--- config.mk ---
export PLATFORM = sky130hd
export DESIGN_NAME = class_egress_arb
export DESIGN_NICKNAME = d
export VERILOG_FILES = /design/src/rtl/class_egress_arb.sv
export SDC_FILE = /design/constraint.sdc
export NUM_CORES = 1
export LEC_CHECK = 0
export ABC_AREA = 0
export CELL_PAD_IN_SITES_DETAIL_PLACEMENT = 1
export CELL_PAD_IN_SITES_GLOBAL_PLACEMENT = 1
export CORE_UTILIZATION = 35
export CTS_BUF_LIST = sky130_fd_sc_hd__clkbuf_16
export CTS_CLUSTER_SIZE = 14
export DETAILED_ROUTE_END_ITERATION = 12
export PLACE_DENSITY_LB_ADDON = 0.1
export SETUP_SLACK_MARGIN = 0.3
export SLEW_MARGIN = 30
export SYNTH_ARGS = -nofsm -noshare
export SYNTH_HDL_FRONTEND = slang
export SYNTH_SLANG_ARGS = --single-unit
--- constraint.sdc ---
create_clock -name clk -period 1.9 [get_ports clk]
set_input_delay 0.285 -clock clk [delete_from_list [all_inputs] [get_ports clk]]
set_output_delay 0.285 -clock clk [all_outputs]
set_load 0.02 [all_outputs]
--- src/rtl/class_egress_arb.sv ---
// class_egress_arb: weighted round-robin merge of the two per-class egress
// FIFOs of the class dispatcher onto a single egress word stream, with
// almost-full backpressure and per-class forwarded-word counters.
module class_egress_arb #(
  parameter int DATA_W  = 10,
  parameter int WEIGHT0 = 2,
  parameter int WEIGHT1 = 1,
  parameter int CNT_W   = 8
) (
  input  logic              clk,
  input  logic              reset,
  input  logic [DATA_W-1:0] in0_data,
  input  logic              in0_empty,
  output logic              in0_pop,
  input  logic [DATA_W-1:0] in1_data,
  input  logic              in1_empty,
  output logic              in1_pop,
  input  logic              out_almost_full,
  output logic [DATA_W-1:0] out_data,
  output logic              out_valid,
  output logic              out_src,
  output logic              active,
  output logic [CNT_W-1:0]  fwd_cnt0,
  output logic [CNT_W-1:0]  fwd_cnt1
);

  localparam logic [1:0] IDLE   = 2'd0;
  localparam logic [1:0] SERVE0 = 2'd1;
  localparam logic [1:0] SERVE1 = 2'd2;

  localparam logic [2:0] W0 = WEIGHT0[2:0];
  localparam logic [2:0] W1 = WEIGHT1[2:0];

  logic [1:0] state, state_nxt;
  logic [2:0] burst, burst_nxt;
  logic       last, last_nxt;
  logic       ok;
  logic       p1_valid;
  logic       p1_src;

  assign ok     = !out_almost_full;
  assign active = (state != IDLE);

  // Arbitration decision: pops and next state are combinational so a pop
  // never lands on an empty FIFO and backpressure takes effect the same cycle.
  always_comb begin
    state_nxt = state;
    burst_nxt = burst;
    last_nxt  = last;
    in0_pop   = 1'b0;
    in1_pop   = 1'b0;
    if (!reset) begin
      case (state)
        IDLE: begin
          if (ok && !in0_empty && (in1_empty || last)) begin
            in0_pop   = 1'b1;
            state_nxt = SERVE0;
            burst_nxt = 3'd1;
          end else if (ok && !in1_empty) begin
            in1_pop   = 1'b1;
            state_nxt = SERVE1;
            burst_nxt = 3'd1;
          end
        end
        SERVE0: begin
          if (ok) begin
            if (!in0_empty && ((burst < W0) || in1_empty)) begin
              in0_pop = 1'b1;
              if (burst < W0) burst_nxt = burst + 3'd1;
            end else if (!in1_empty) begin
              in1_pop   = 1'b1;
              state_nxt = SERVE1;
              burst_nxt = 3'd1;
              last_nxt  = 1'b0;
            end else begin
              state_nxt = IDLE;
              burst_nxt = 3'd0;
              last_nxt  = 1'b0;
            end
          end
        end
        SERVE1: begin
          if (ok) begin
            if (!in1_empty && ((burst < W1) || in0_empty)) begin
              in1_pop = 1'b1;
              if (burst < W1) burst_nxt = burst + 3'd1;
            end else if (!in0_empty) begin
              in0_pop   = 1'b1;
              state_nxt = SERVE0;
              burst_nxt = 3'd1;
              last_nxt  = 1'b1;
            end else begin
              state_nxt = IDLE;
              burst_nxt = 3'd0;
              last_nxt  = 1'b1;
            end
          end
        end
        default: begin
          state_nxt = IDLE;
          burst_nxt = 3'd0;
        end
      endcase
    end
  end

  // Arbiter state; last starts at 1 so class 0 wins the first tie.
  always_ff @(posedge clk or posedge reset) begin
    if (reset) begin
      state <= IDLE;
      burst <= 3'd0;
      last  <= 1'b1;
    end else begin
      state <= state_nxt;
      burst <= burst_nxt;
      last  <= last_nxt;
    end
  end

  // Two-stage datapath: remember which class was popped, then capture the
  // FIFO read data the following cycle; out_data holds between words.
  always_ff @(posedge clk or posedge reset) begin
    if (reset) begin
      p1_valid  <= 1'b0;
      p1_src    <= 1'b0;
      out_valid <= 1'b0;
      out_src   <= 1'b0;
      out_data  <= '0;
    end else begin
      p1_valid  <= in0_pop | in1_pop;
      p1_src    <= in1_pop;
      out_valid <= p1_valid;
      if (p1_valid) begin
        out_data <= p1_src ? in1_data : in0_data;
        out_src  <= p1_src;
      end
    end
  end

  // Per-class forwarded-word counters, free-running with wrap.
  always_ff @(posedge clk or posedge reset) begin
    if (reset) begin
      fwd_cnt0 <= '0;
      fwd_cnt1 <= '0;
    end else if (out_valid) begin
      if (out_src) fwd_cnt1 <= fwd_cnt1 + 1'b1;
      else         fwd_cnt0 <= fwd_cnt0 + 1'b1;
    end
  end

endmodule

# After elaboration in Yosys (flattened, before gate mapping)
# Cells that the tools add are included.
[word_totals]
in_bits = 25
elab_cells = 89
n_memories = 0
mem_bits_ro = 0
ramBits = 0
latch_bits = 0
register_bits = 36
out_inout_bits = 31
[classes]
order_cmp = 2
multipliers = 0
eq_ne = 9
div = 0
muxes = 43
shift = 0
bitwise = 3
reduce_logical = 19
n_addsub = 3
[ops]
columns = ["operator", "n"]
rows = [
  ["$mux 3", 8],
  ["$mux 1", 22],
  ["$reduce_and 6->1", 3],
  ["$add 8x1->8 const B", 2],
  ["$mux 2", 7],
  ["$mux 10", 1],
  ["$ne 3x3->1 const B", 3],
  ["$pmux 3 s3", 1],
  ["$ne 2x2->1 const B", 4],
  ["$pmux 1 s3", 2],
  ["$pmux 2 s3", 1],
  ["$logic_and 1x1->1", 5],
  ["$reduce_and 2->1", 2],
  ["$reduce_bool 2->1", 2],
  ["$add 3x1->3 const B", 1],
  ["$logic_not 1->1", 3],
  ["$logic_or 1x1->1", 3],
  ["$lt 3x1->1 const B", 1],
  ["$lt 3x2->1 const B", 1],
  ["$eq 2x1->1 const B", 1],
  ["$eq 2x2->1 const B", 1],
  ["$logic_not 2->1", 1],
  ["$not 1->1", 2],
  ["$pmux 1 s2", 1],
  ["$or 1x1->1", 1],
]

# Depth between registers and ports, before layout
[logic_depth]
ltp_word = 8
ltp_mapped = 6
ltp_nobuf = 6

# Least setup slack after synthesis
# No wires, ideal clock.
[synth_timing]
kind = "flip-flop to output port"
from = "register state[0]"
to = "output in1_pop"
required_ns = 1.615
path_buffers = 0
path_slack_ns = 0.056
path_stages_with_launch = 6
arrival_time_ns = 1.559
cell_sequence = "dfrtp_1 inv_1 ha_1 inv_1 a211o_1 a31oi_1"
[synth_between]
elab_chain_cells = 3
elab_cells_between_ends = 5
cone_classes = "eq/ne (2); mux (2); reduce/logical (1)"
[synth_lines]
columns = ["item", "line_no", "source"]
rows = [
  ["start, declared", "34", "logic [1:0] state, state_nxt;"],
  ["start signal, assigned", "114", "state <= state_nxt;"],
  ["$eq 2x2->1 (tied with other cells)", "53", "case (state)"],
  ["$pmux 1 s3 (*)", "53", ""],
  ["$mux 1 (*)", "52", "if (!reset) begin"],
  ["end, declared", "17", "output logic in1_pop,"],
]
# Mark *: on every way between the ends. The rest lies on a longest branch, timed or not.

# Worst setup path after layout
[layout_timing]
from = "register state[1]"
to = "output in1_pop"
# The elaborated chain is that of the path after synthesis.

==> impl_metrics.ini <==
[layout]
drive_above_1_share_pct = 29.84
layout.nets = 289
diodes = 0
areaGrowthSynthToFinish_pct = 67.78
layout_common_cells = 36 x clkdlybuf4s50_1, 33 x dfrtp_1, 30 x buf_4, 15 x nor2_1, 15 x a21oi_1
final_common_cell = clkdlybuf4s50_1
stdcell_area_um2 = 3029

[placement]
pre_cts_slack_ns = -0.4549
dp_hpwl_um = 3818
placedInstanceArea_um2 = 2669
gp_congestion = 0.8085
port_buffers = 55

[logic_synthesis]
synthAdderAreaFrac_pct = 4.851
synth_edf_count = 0
synth.area.mux_share_pct = 11.16
synth_cell_types = 41
netlist_area_um2 = 1805
synth_seq_area_share_pct = 49.97
synth_nets = 195
async_reset_ff_share_pct = 100.0
synth_compound_area_share_pct = 10.81
yosys_warnings = 0
synth-main-ff-cell = dfrtp_1
syn_area_per_cell_um2 = 11.08
synthSimpleGateAreaFrac_pct = 14.69
synth_xor_area_share_pct = 6.791
syn_inst = 163
synth_seq_cells = 36
synth_top_family_by_area = simple AND/OR/NAND/NOR gates

[clock_network]
cts_buffer_depth = 2
htreeDepth = 2
clk-insertion-delay-late_ns = 0.27
cts_root_buf = clkbuf_16
hold_buffers = 0
tritoncts = yes
clkSinkCount = 36
clkTransAtPathRegs_ns = 0.05
cts_inserted_buffers = 5

[run]
cap_viol_max_count = 0

[sta]
clock_skew_ns = 0.005212
rsz0062_at_grt = yes
finalHoldViolations = 0
layout_setup_ws_ns = -0.05509
slew_headroom_pct = 61.61
tns_ns = -0.09441
setup_viol = 5
fmax_mhz = 511.5
finalCritPeriodShare_pct = 102.9
tightestPinTransition_ns = 0.5759
period_needed_ns = 1.955
drv_slew = 0

[drt]
dr.pass1.iters = 4
via_per_inst = 4.877
drc = 0
num_vias = 1585
wire_per_inst_um = 16.22
ant_nets = 0
wl_um = 5273
drtIter0Drc = 60

[pwr]
power_mw = 4.187
vdd_drop_max_v = 0.0007664
p_leak_nw = 1.475
powerDensity_nw_per_um2 = 1382

[die]
die_h_um = 73.82
pin_count = 56
core_um2 = 4848
die_x_um = 73.82
fp.dieArea_um2 = 5449
start_util_pct = 37.24
core.rowCount = 25

[critical_path]
critPathLaunchType = register
reg2regPathDepth = 8
worst_ep_required_time_ns = 1.62
critPathKind = register to output pin
endpoint_kind = output pin
path_max_fanout = 4
cp.arrival_ns = 1.67

[global_routing]
track_usage_pct = 20.31
grt_max_degree = 23
grt_pass1_vias = 1698
overflow = 0
grt_pass1_wl_um = 8224
antenna_found_initial = 0

[min_path]
hold_path_depth = 1
worstHoldPathType = register to register

[run_status]
status = complete, but fails checks
violations = setup timing
-- kinds of logic after synthesis --
kind of cell / after synthesis
compound gates: 29
xor+xnor: 14
fa+ha+maj: 7
buf+inv: 8
flops: 36
mux: 19
simple gates: 50
-- metal layers --
metal | part of all wire (%) | track usage (%)
met5 | 0 | 0
met4 | 1.1 | 6.624
met3 | 3.8 | 3.841
met2 | 54 | 37.61
met1 | 41 | 23.26
-- critical path, cell delays in order, from the launching register on --
cell and delay (ns):
dfrtp_2 0.47, inv_4 0.10, ha_4 0.19, nand2b_4 0.06
or2_4 0.24, a31oi_4 0.20, buf_6 0.14
-- what timing repair did --
item	CTS	global route
buffers inserted	6	2
gates resized for setup	52	17
pin swaps	3	7
endpoints found under the setup margin	17	18
-- final timing paths --
| kind | slack (ns) | from | endpoint |
|---|---|---|---|
| worst max register to register | -0.01 | state[0] | burst[1] |
| worst min register to register | 0.47 | fwd_cnt1[7] | fwd_cnt1[7] |
| worst min-delay path | 0.47 | fwd_cnt1[7] | fwd_cnt1[7] |
| worst max-delay path | -0.06 | state[1] | in1_pop |
| max in group asynchronous | 1.07 | reset | state[0] |
| min in group asynchronous | 0.56 | reset | last |
-- where the power goes --
| group | leakage, nW | internal (mW) | switching (mW) |
|---|---|---|---|
| registers | 0.448 | 1.02 | 0.283 |
| logic | 0.955 | 1.11 | 0.988 |
| clock network | 0.0716 | 0.483 | 0.299 |
-- cell type report --
class,instances,area (um2)
repair buffers,90,849.6
well taps,67,83.83
clock inverters,3,17.52
clock buffers,5,125.1
flip-flops and latches,36,904.6
fillers,498,1819
multi-input cells,119,1025
inverters,5,23.77
-- sequential cells by signal, summed over array words and instances, names as in the netlist --
| signal | flops |
|---|---|
| out_data | 10 |
| fwd_cnt0 | 8 |
| fwd_cnt1 | 8 |
| burst | 3 |
| state | 2 |
| last | 1 |
| out_src | 1 |
| out_valid | 1 |
| p1_src | 1 |
| p1_valid | 1 |
-- cells in the mapped netlist (2+ instances only) --
library cell / count / area, um2
dfrtp_1: 35 / 875.8
a21oi_1: 15 / 75.07
nor2_1: 15 / 56.30
mux2i_1: 10 / 100.1
mux2_1: 8 / 90.09
xnor2_1: 8 / 70.07
ha_1: 7 / 87.58
nand2_1: 7 / 26.28
nand3_1: 6 / 30.03
xor2_1: 6 / 52.55
inv_1: 5 / 18.77
a31oi_1: 3 / 18.77
nand2b_1: 3 / 18.77
nor3_1: 3 / 15.01
and4_1: 2 / 17.52
clkbuf_1: 2 / 7.510
nand3b_1: 2 / 15.01
nor2b_1: 2 / 12.51
or2_1: 2 / 12.51
-- through the flow --
stage	util (%)	cells	hold WS (ns)
2_1_floorplan	-	163	0.3983
3_3_place_gp	55.05	309	0.4613
3_5_place_dp	55.05	309	0.4675
4_1_cts	60.95	323	0.4748
5_1_grt	62.48	325	0.5060
6_report	62.48	325	0.4745
(Power assumes the default switching activity.)
